**src/rtl/zero_count_seq_pkg.sv**
```systemverilog
// ---------------------------------------------------------------------------
// zcs_pkg : shared types and width helpers for the zero_count_seq slice.
//   zcs_state_e : sequencer states (IDLE / RUN / DONE)
//   zcs_cnt_w() : bits needed to hold a count in the range 0..bits
// ---------------------------------------------------------------------------
package zcs_pkg;

    typedef enum logic [1:0] {
        ST_IDLE = 2'd0,
        ST_RUN  = 2'd1,
        ST_DONE = 2'd2
    } zcs_state_e;

    // Width of a counter that must represent every value from 0 to bits inclusive.
    function automatic int zcs_cnt_w(input int bits);
        return $clog2(bits + 1);
    endfunction

endpackage

```
**src/rtl/zero_count_seq_if.sv**
```systemverilog
// ---------------------------------------------------------------------------
// zero_count_seq_if : word-in / count-out handshake bundle.
//   in_valid, in_ready, in_data : word producer side (valid/ready)
//   out_valid, out_ready, out_count : count consumer side (valid/ready)
//   busy : sequencer is working on or holding a word
// Modports: master (producer/consumer environment), slave (the sequencer).
// ---------------------------------------------------------------------------
interface zero_count_seq_if
    import zcs_pkg::*;
#(
    parameter int WORD_W = 32
) ();

    localparam int CNT_W = zcs_cnt_w(WORD_W);

    logic              in_valid;
    logic              in_ready;
    logic [WORD_W-1:0] in_data;
    logic              out_valid;
    logic              out_ready;
    logic [CNT_W-1:0]  out_count;
    logic              busy;

    modport master (
        output in_valid, in_data, out_ready,
        input  in_ready, out_valid, out_count, busy
    );

    modport slave (
        input  in_valid, in_data, out_ready,
        output in_ready, out_valid, out_count, busy
    );

endinterface

```
**src/rtl/zero_count_seq_zero_counter.sv**
```systemverilog
// ---------------------------------------------------------------------------
// zero_counter : combinational count of zero bits in an IN_W-bit chunk.
//   din   in  IN_W              chunk to inspect
//   count out zcs_cnt_w(IN_W)   number of bits of din that are 0
// ---------------------------------------------------------------------------
module zero_counter
    import zcs_pkg::*;
#(
    parameter int IN_W = 8
) (
    input  logic [IN_W-1:0]            din,
    output logic [zcs_cnt_w(IN_W)-1:0] count
);

    localparam int CHK_W = zcs_cnt_w(IN_W);

    logic [CHK_W-1:0] count_s;

    // Population count of the inverted chunk.
    always_comb begin
        count_s = {CHK_W{1'b0}};
        for (int i = 0; i < IN_W; i++) begin
            count_s = count_s + CHK_W'(~din[i]);
        end
    end

    assign count = count_s;

endmodule

```
**src/rtl/zero_count_seq.sv**
```systemverilog
// ---------------------------------------------------------------------------
// zero_count_seq : counts the zero bits of a WORD_W-bit word by feeding one
// IN_W-bit chunk per cycle (LSB chunk first) through a single zero_counter.
// One word in flight; result held on out_count until the consumer takes it.
//   clk    in  rising-edge clock
//   rst_n  in  asynchronous active-low reset
//   bus    zero_count_seq_if.slave : in_valid/in_ready/in_data,
//          out_valid/out_ready/out_count, busy
// Optional build macro ZCS_EARLY_EXIT_EN: leave RUN as soon as the remaining
// shift register is all ones (no zeros left); the count is unchanged, only
// latency shortens. Without it RUN always lasts exactly NCHUNK cycles.
// ---------------------------------------------------------------------------
module zero_count_seq
    import zcs_pkg::*;
#(
    parameter int WORD_W = 32,
    parameter int IN_W   = 8
) (
    input  logic                  clk,
    input  logic                  rst_n,
    zero_count_seq_if.slave       bus
);

    localparam int NCHUNK = WORD_W / IN_W;
    localparam int CNT_W  = zcs_cnt_w(WORD_W);
    localparam int CHK_W  = zcs_cnt_w(IN_W);
    localparam int IDX_W  = (NCHUNK > 1) ? $clog2(NCHUNK) : 1;

    generate
        if ((WORD_W % IN_W) != 0) begin : g_width_check
            $error("zero_count_seq: WORD_W must be a multiple of IN_W");
        end
    endgenerate

    // Top IN_W bits set: the fill pattern shifted in behind consumed chunks.
    localparam logic [WORD_W-1:0] FILL_MASK = ~({WORD_W{1'b1}} >> IN_W);

    zcs_state_e        state_r;
    zcs_state_e        state_s;
    logic [WORD_W-1:0] shreg_r;
    logic [CNT_W-1:0]  acc_r;
    logic [IDX_W-1:0]  idx_r;
    logic [CNT_W-1:0]  out_count_r;
    logic              out_valid_r;
    logic              in_ready_r;
    logic              busy_r;

    logic [CHK_W-1:0]  chunk_cnt_s;
    logic [CNT_W-1:0]  acc_sum_s;
    logic [WORD_W-1:0] shreg_shift_s;
    logic              accept_s;
    logic              last_s;

    zero_counter #(
        .IN_W (IN_W)
    ) u_zero_counter (
        .din   (shreg_r[IN_W-1:0]),
        .count (chunk_cnt_s)
    );

    assign acc_sum_s     = acc_r + CNT_W'(chunk_cnt_s);
    assign shreg_shift_s = (shreg_r >> IN_W) | FILL_MASK;
    assign accept_s      = bus.in_valid && in_ready_r;
    assign last_s        = (idx_r == IDX_W'(NCHUNK - 1));

`ifdef ZCS_EARLY_EXIT_EN
    logic all_ones_s;
    // Consumed chunks are refilled with ones, so all-ones means no zeros remain.
    assign all_ones_s = &shreg_r;
`endif

    // Next-state decode.
    always_comb begin
        state_s = state_r;
        case (state_r)
            ST_IDLE: begin
                if (accept_s) begin
                    state_s = ST_RUN;
                end else begin
                    state_s = ST_IDLE;
                end
            end
            ST_RUN: begin
`ifdef ZCS_EARLY_EXIT_EN
                if (all_ones_s || last_s) begin
                    state_s = ST_DONE;
                end else begin
                    state_s = ST_RUN;
                end
`else
                if (last_s) begin
                    state_s = ST_DONE;
                end else begin
                    state_s = ST_RUN;
                end
`endif
            end
            ST_DONE: begin
                if (bus.out_ready) begin
                    state_s = ST_IDLE;
                end else begin
                    state_s = ST_DONE;
                end
            end
            default: begin
                state_s = ST_IDLE;
            end
        endcase
    end

    // State register and handshake outputs, registered from the next state.
    always_ff @(posedge clk or negedge rst_n) begin
        if (!rst_n) begin
            state_r     <= ST_IDLE;
            in_ready_r  <= 1'b1;
            out_valid_r <= 1'b0;
            busy_r      <= 1'b0;
        end else begin
            state_r     <= state_s;
            in_ready_r  <= (state_s == ST_IDLE);
            out_valid_r <= (state_s == ST_DONE);
            busy_r      <= (state_s != ST_IDLE);
        end
    end

    // Datapath: load on accept, consume one chunk per RUN cycle, latch the total.
    always_ff @(posedge clk or negedge rst_n) begin
        if (!rst_n) begin
            shreg_r     <= {WORD_W{1'b1}};
            acc_r       <= {CNT_W{1'b0}};
            idx_r       <= {IDX_W{1'b0}};
            out_count_r <= {CNT_W{1'b0}};
        end else begin
            case (state_r)
                ST_IDLE: begin
                    if (accept_s) begin
                        shreg_r <= bus.in_data;
                        acc_r   <= {CNT_W{1'b0}};
                        idx_r   <= {IDX_W{1'b0}};
                    end
                end
                ST_RUN: begin
`ifdef ZCS_EARLY_EXIT_EN
                    if (all_ones_s) begin
                        // Remaining chunks contribute nothing; acc is already final.
                        out_count_r <= acc_r;
                    end else begin
                        acc_r   <= acc_sum_s;
                        shreg_r <= shreg_shift_s;
                        idx_r   <= idx_r + IDX_W'(1);
                        if (last_s) begin
                            out_count_r <= acc_sum_s;
                        end
                    end
`else
                    acc_r   <= acc_sum_s;
                    shreg_r <= shreg_shift_s;
                    idx_r   <= idx_r + IDX_W'(1);
                    if (last_s) begin
                        out_count_r <= acc_sum_s;
                    end
`endif
                end
                ST_DONE: begin
                    // Result held on out_count_r until (and after) the handshake.
                end
                default: begin
                    shreg_r <= {WORD_W{1'b1}};
                    acc_r   <= {CNT_W{1'b0}};
                    idx_r   <= {IDX_W{1'b0}};
                end
            endcase
        end
    end

    assign bus.in_ready  = in_ready_r;
    assign bus.out_valid = out_valid_r;
    assign bus.out_count = out_count_r;
    assign bus.busy      = busy_r;

endmodule

```
**src/flat_wrapper.sv**
```systemverilog
// flat-port wrapper written by rule: the top's interface ports become plain ports
module zero_count_seq_flat import zcs_pkg::*;
#(
    parameter int WORD_W = 32,
    parameter int IN_W   = 8
)
  (clk, rst_n, bus_in_valid, bus_in_data, bus_out_ready, bus_in_ready, bus_out_valid, bus_out_count, bus_busy);
  zero_count_seq_if #(.WORD_W(WORD_W)) bus_i ();
  input  logic clk;
  input  logic rst_n;
  input wire logic [$bits(bus_i.in_valid)-1:0] bus_in_valid;
  input wire logic [$bits(bus_i.in_data)-1:0] bus_in_data;
  input wire logic [$bits(bus_i.out_ready)-1:0] bus_out_ready;
  output wire logic [$bits(bus_i.in_ready)-1:0] bus_in_ready;
  output wire logic [$bits(bus_i.out_valid)-1:0] bus_out_valid;
  output wire logic [$bits(bus_i.out_count)-1:0] bus_out_count;
  output wire logic [$bits(bus_i.busy)-1:0] bus_busy;
  assign bus_i.in_valid = bus_in_valid;
  assign bus_i.in_data = bus_in_data;
  assign bus_i.out_ready = bus_out_ready;
  assign bus_in_ready = bus_i.in_ready;
  assign bus_out_valid = bus_i.out_valid;
  assign bus_out_count = bus_i.out_count;
  assign bus_busy = bus_i.busy;
  zero_count_seq #(.WORD_W(WORD_W), .IN_W(IN_W)) u_core (.clk(clk), .rst_n(rst_n), .bus(bus_i));
endmodule
```
**config.mk**
```make
export PLATFORM = sky130hd
export DESIGN_NAME = zero_count_seq_flat
export DESIGN_NICKNAME = d
export VERILOG_FILES = /design/src/rtl/zero_count_seq_pkg.sv /design/src/rtl/zero_count_seq_if.sv /design/src/rtl/zero_count_seq_zero_counter.sv /design/src/rtl/zero_count_seq.sv /design/src/flat_wrapper.sv
export SDC_FILE = /design/constraint.sdc
export NUM_CORES = 1
export LEC_CHECK = 0
export BUFFER_PORTS_ARGS = -buffer_cell sky130_fd_sc_hd__buf_2
export CAP_MARGIN = 20
export CORE_AREA = 2 2 76 78
export DETAILED_ROUTE_END_ITERATION = 12
export DIE_AREA = 0 0 78 80
export PLACE_DENSITY = 0.74
export SYNTH_ARGS = -nofsm -noshare
export SYNTH_HDL_FRONTEND = slang
export SYNTH_SLANG_ARGS = --single-unit
```
**constraint.sdc**
```tcl
create_clock -name clk -period 3.8 [get_ports clk]
set_input_delay 0.38 -clock clk [delete_from_list [all_inputs] [get_ports clk]]
set_output_delay 0.38 -clock clk [all_outputs]
set_load 0.02 [all_outputs]
```
==> impl.org <==
** Status
- The run finished, with violations left.
- The final reports fail on setup timing.

** Layout
- Final Core Density :: between 50% and 60%
- After filler insertion, the fill cell instance count of the layout stands at approximately 500.
- Final standard cell count with taps included and fillers excluded :: roughly 370
- Inserted Diodes :: 0
- Footprint of the multi-input gates :: between 1000 and 1500 um2
- In the final layout, the share of cells above drive strength 1 is between 30% and 40%.
- Final non-filler cell area :: roughly 3100 um2
- Post-layout net count :: ~350
- The sequential cells in the finished layout cover a total of between 1000 and 1500 um2.
- From synthesis to final layout, the design area changed by 16.94%.

** Clock network
- CTS buffer count :: 5
- Clock slew at the register clock pins of the worst setup and hold paths :: ~90 ps
- Worst-skew pair later-pin latency :: 300 ps
- TritonCTS built the clock tree.
- The tree is rooted in a clkbuf_8.
- Counting along the longest clock path gives a buffer depth of 2.
- CTS built an H-tree with a depth of 2.
- CTS saw between 50 and 60 sinks.

** Place
- Worst Setup Slack post-DPL :: -81.38 ps
- Placed cell count :: 358
- Post-DP HPWL :: about 3500 um
- Final RePlAce weighted congestion :: between 0.8 and 0.9
- Count of input and output buffers :: 44
- Post-DP Area :: 2902 um2

** Yosys
- In this run the mean area of a mapped cell was 10.49 um2.
- Ys async rst share :: 100.0%
- The number of nets in the synthesized netlist is approximately 300.
- In the synthesized netlist the dominant register cell turns out to be dfstp_2.
- Share of synthesized area occupied by flip-flops and latches :: approximately half
- Number of enable-type register cells in the synthesized netlist :: 0
- Counting flops and latches in the post-synthesis netlist gives 51.
- Dominant cells by area after synthesis :: dfstp_2, dfrtp_1, nand2_1
- Post-synth top area share :: between 30% and 40%
- Synthesis handed over a netlist of around 250 instances.
- Total of warnings raised by yosys :: 0
- The netlist uses 40 different library cells.
- The synthesized netlist occupies a cell area of 2644 um2.
- Synth area leader :: dfstp_2

** Floorplan
- From bottom edge to top edge, the die measures approximately 80 um.
- Overall die area :: roughly 6200 um2
- Floorplan row count :: 27
- The initial utilization of the core area, before any placement, comes to 48.91%.
- In this run the count of I/O pins placed on the die edge is 45.
- Core region area :: 5405 um2
- From left edge to right edge, the die measures around 78 um.

** Routing
- After detailed routing, the number of remaining DRC violations is 0.
- Post-DR wirelength/cell :: roughly 14 um
- The pre-antenna-repair detailed-routing pass consisted of 4 iterations.
- In this run the remaining antenna-violating nets after routing total 0.
- For this block, the routed nets add up to around 5200 um of wire.
- Number of DRC markers after the initial detailed-route iteration :: ~130
- After detailed routing, the number of vias per cell comes to 5.187.
- Vias :: about 1900

** Critical path
- The setup path with the least slack is of type reg -> reg.
- STA classifies the critical path endpoint as a flop.
- For the worst setup path, the data required time is 3980 ps.
- For flop-to-flop paths, the worst setup slack is -20 ps.
- STA classifies the critical path startpoint as a flop.
- The worst register-to-register path ends at u_core.acc_r[4].
- Of all nets on the critical path, the largest fanout is 3.
- The worst register-to-register path begins at u_core.shreg_r[5].
- STA puts the critical path data arrival time at 4000 ps.
- Cells on worst reg2reg path :: 12

** Run
- The tool flagged a number of max-cap violations equal to 0.

** Global route
- The total overflow left after global routing is 0.
- Antenna violations before repair :: 0
- The first global-routing pass estimated around 8700 um of wire.
- Global routing used about 18% of the available tracks across all layers.
- Entering global routing, the biggest net connects 52 pins.
- The via count of the first global-routing pass is 1883.

** Timing
- Fin crit share :: 100.6%
- Clock period minus final worst setup slack :: roughly 3800 ps
- The worst pin sits at a relative slew slack of a little under a third.
- For this run, the top clock speed supported by timing is ~0.26 GHz.
- Actual transition at the worst max-transition pin :: 1024 ps
- Hold Violations, Final :: 0
- Crit path setup slack, layout :: -21.58 ps
- Setup violations remaining at the end of the flow were counted as 3.
- The count of pins over their slew limit is 0.
- Setup repair after global routing could not meet its margin everywhere.
- Post-Route Skew :: 7.119 ps

** Power and ir drop
- Sequential group share of total power :: between 30% and 40%
- Portion of total power attributed to combinational logic :: 54.1%
- The analysis attributes to net switching a power of between 1000 and 1500 uW.
- Net switching is around two fifths of the power.
- Power spread over the standard cell area amounts to 955.8 nW/um2.
- The analysis attributes to cell leakage a power of 0.001527 uW.
- Clk network pwr share :: 13.2%
- The internal portion of the total power is 1783 uW.
- Max VDD drop :: between 0.0006 and 0.0007 V

** Worst hold path
- WHS Endpoint :: u_core.shreg_r[31]
- In this run the most critical hold path is launched from bus_in_data[31].
- Worst hold path type :: in -> reg
- Hold Path Stages :: 3
-- sequential cells by signal, summed over array words and instances (netlist names) --
register / flops
u_core.shreg_r: 32
u_core.bus.busy: 1
u_core.acc_r: 6
u_core.bus.out_valid: 1
u_core.idx_r: 2
u_core.state_r: 2
u_core.bus.in_ready: 1
u_core.bus.out_count: 6
-- cell type report --
cell class | count | area share [%]
Clock buffer | 6 | 2.671
Clock inverter | 2 | 1.133
Inverter | 23 | 2.792
Multi-Input combinational cell | 163 | 38.32
Sequential cell | 51 | 42.61
Tap cell | 72 | 2.914
Timing Repair Buffer | 52 | 9.551
-- cells in the mapped netlist (all sizes together), types with 4 or more instances --
| cell | number |
|---|---|
| dfstp | 33 |
| o221a | 4 |
| nand3b | 9 |
| dfrtp | 18 |
| a21oi | 16 |
| a221oi | 7 |
| buf | 12 |
| nand2 | 29 |
| a2bb2oi | 10 |
| o21ai | 5 |
| ha | 8 |
| inv | 23 |
| fa | 5 |
| nor2 | 25 |
| nor3 | 14 |
-- through the flow --
stage	total power [uW]	hold WS, ps	setup TNS, ps
finish	2955	284.7	-42.12
global route	3223	283.0	-709.1
CTS	2888	281.4	-3.746
detailed placement	2483	465.8	-369.0
global placement	2429	458.8	0
floorplan	2132	84.41	0
-- how the worst max path moves through the flow --
stage,from,to,depth (start not counted)
2_1_floorplan,u_core.shreg_r[7],u_core.acc_r[5],12
3_3_place_gp,u_core.shreg_r[7],u_core.acc_r[5],12
3_5_place_dp,u_core.shreg_r[7],u_core.acc_r[4],12
4_1_cts,u_core.shreg_r[7],u_core.acc_r[5],12
5_1_grt,u_core.shreg_r[5],u_core.bus.out_count[4],12
6_report,u_core.shreg_r[5],u_core.acc_r[4],12
-- worst max-delay path, stage by stage (launching register included) --
cell and delay [ps]:
dfstp_2 560, fa_1 430, inv_2 70, fa_1 430, fa_1 470, ha_2 210
fa_2 550, inv_1 70, fa_2 360, nand2b_1 160, a21oi_2 190, or2_1 130
a31oi_1 70
-- power groups by stage --
stage	registers [uW]	logic (uW)	clock network, uW
2_1_floorplan	1010	1130	0
3_3_place_gp	959	1470	0
3_5_place_dp	972	1510	0
4_1_cts	963	1530	398
5_1_grt	991	1810	425
6_report	964	1600	391
-- cells in the final DEF (no fill, tap or decap), types with 2 or more instances in the layout --
master     count
buf_4          6
o221a_2        3
a2bb2oi_1     10
a221oi_1       3
nor2_1        23
o22a_1         3
a22o_1         3
fa_2           2
buf_2         44
nand2b_1       3
xor2_1         2
dfstp_2       33
nand2_1       28
mux2_2         2
nor3_1        14
dfrtp_1       18
or2_1          3
fa_1           3
nand3b_1       9
o21ai_1        3
a211o_1        2
inv_1         22
xnor2_1        2
a21oi_1       15
a221oi_2       4
ha_1           6
clkbuf_8       6
-- metal layers --
layer  share of wire (%)  track usage, %  vias up
li1                    -               -      949
met1                  46           23.81      920
met2                  49           29.05       35
met3                 3.1           3.846       10
met4                 2.0           7.018        0
met5                   0               0        -
-- repair_timing --
item / 4_1_cts / 5_1_grt
buffers inserted: 0 / 1
resized for setup: 3 / 9
endpoints found under the hold margin: 0 / 14
hold buffers: 0 / 1
pin swaps: 5 / 14
setup endpoints to repair: 7 / 8
-- kinds of logic (layout without fill, tap and decap cells) --
kind of cell | Yosys count | count (layout) | share of synthesized area [%]
flip-flops | 51 | 51 | 49.83
XOR/XNOR | 5 | 5 | 1.657
buffers and inverters | 38 | 83 | 6.673
AO/OA/AOI/OAI | 55 | 55 | 16.56
AND/OR/NAND/NOR | 86 | 86 | 15.90
multiplexers | 4 | 4 | 1.798
adder cells (fa/ha/maj) | 13 | 13 | 7.572
Power figures use the tool's default switching activity.
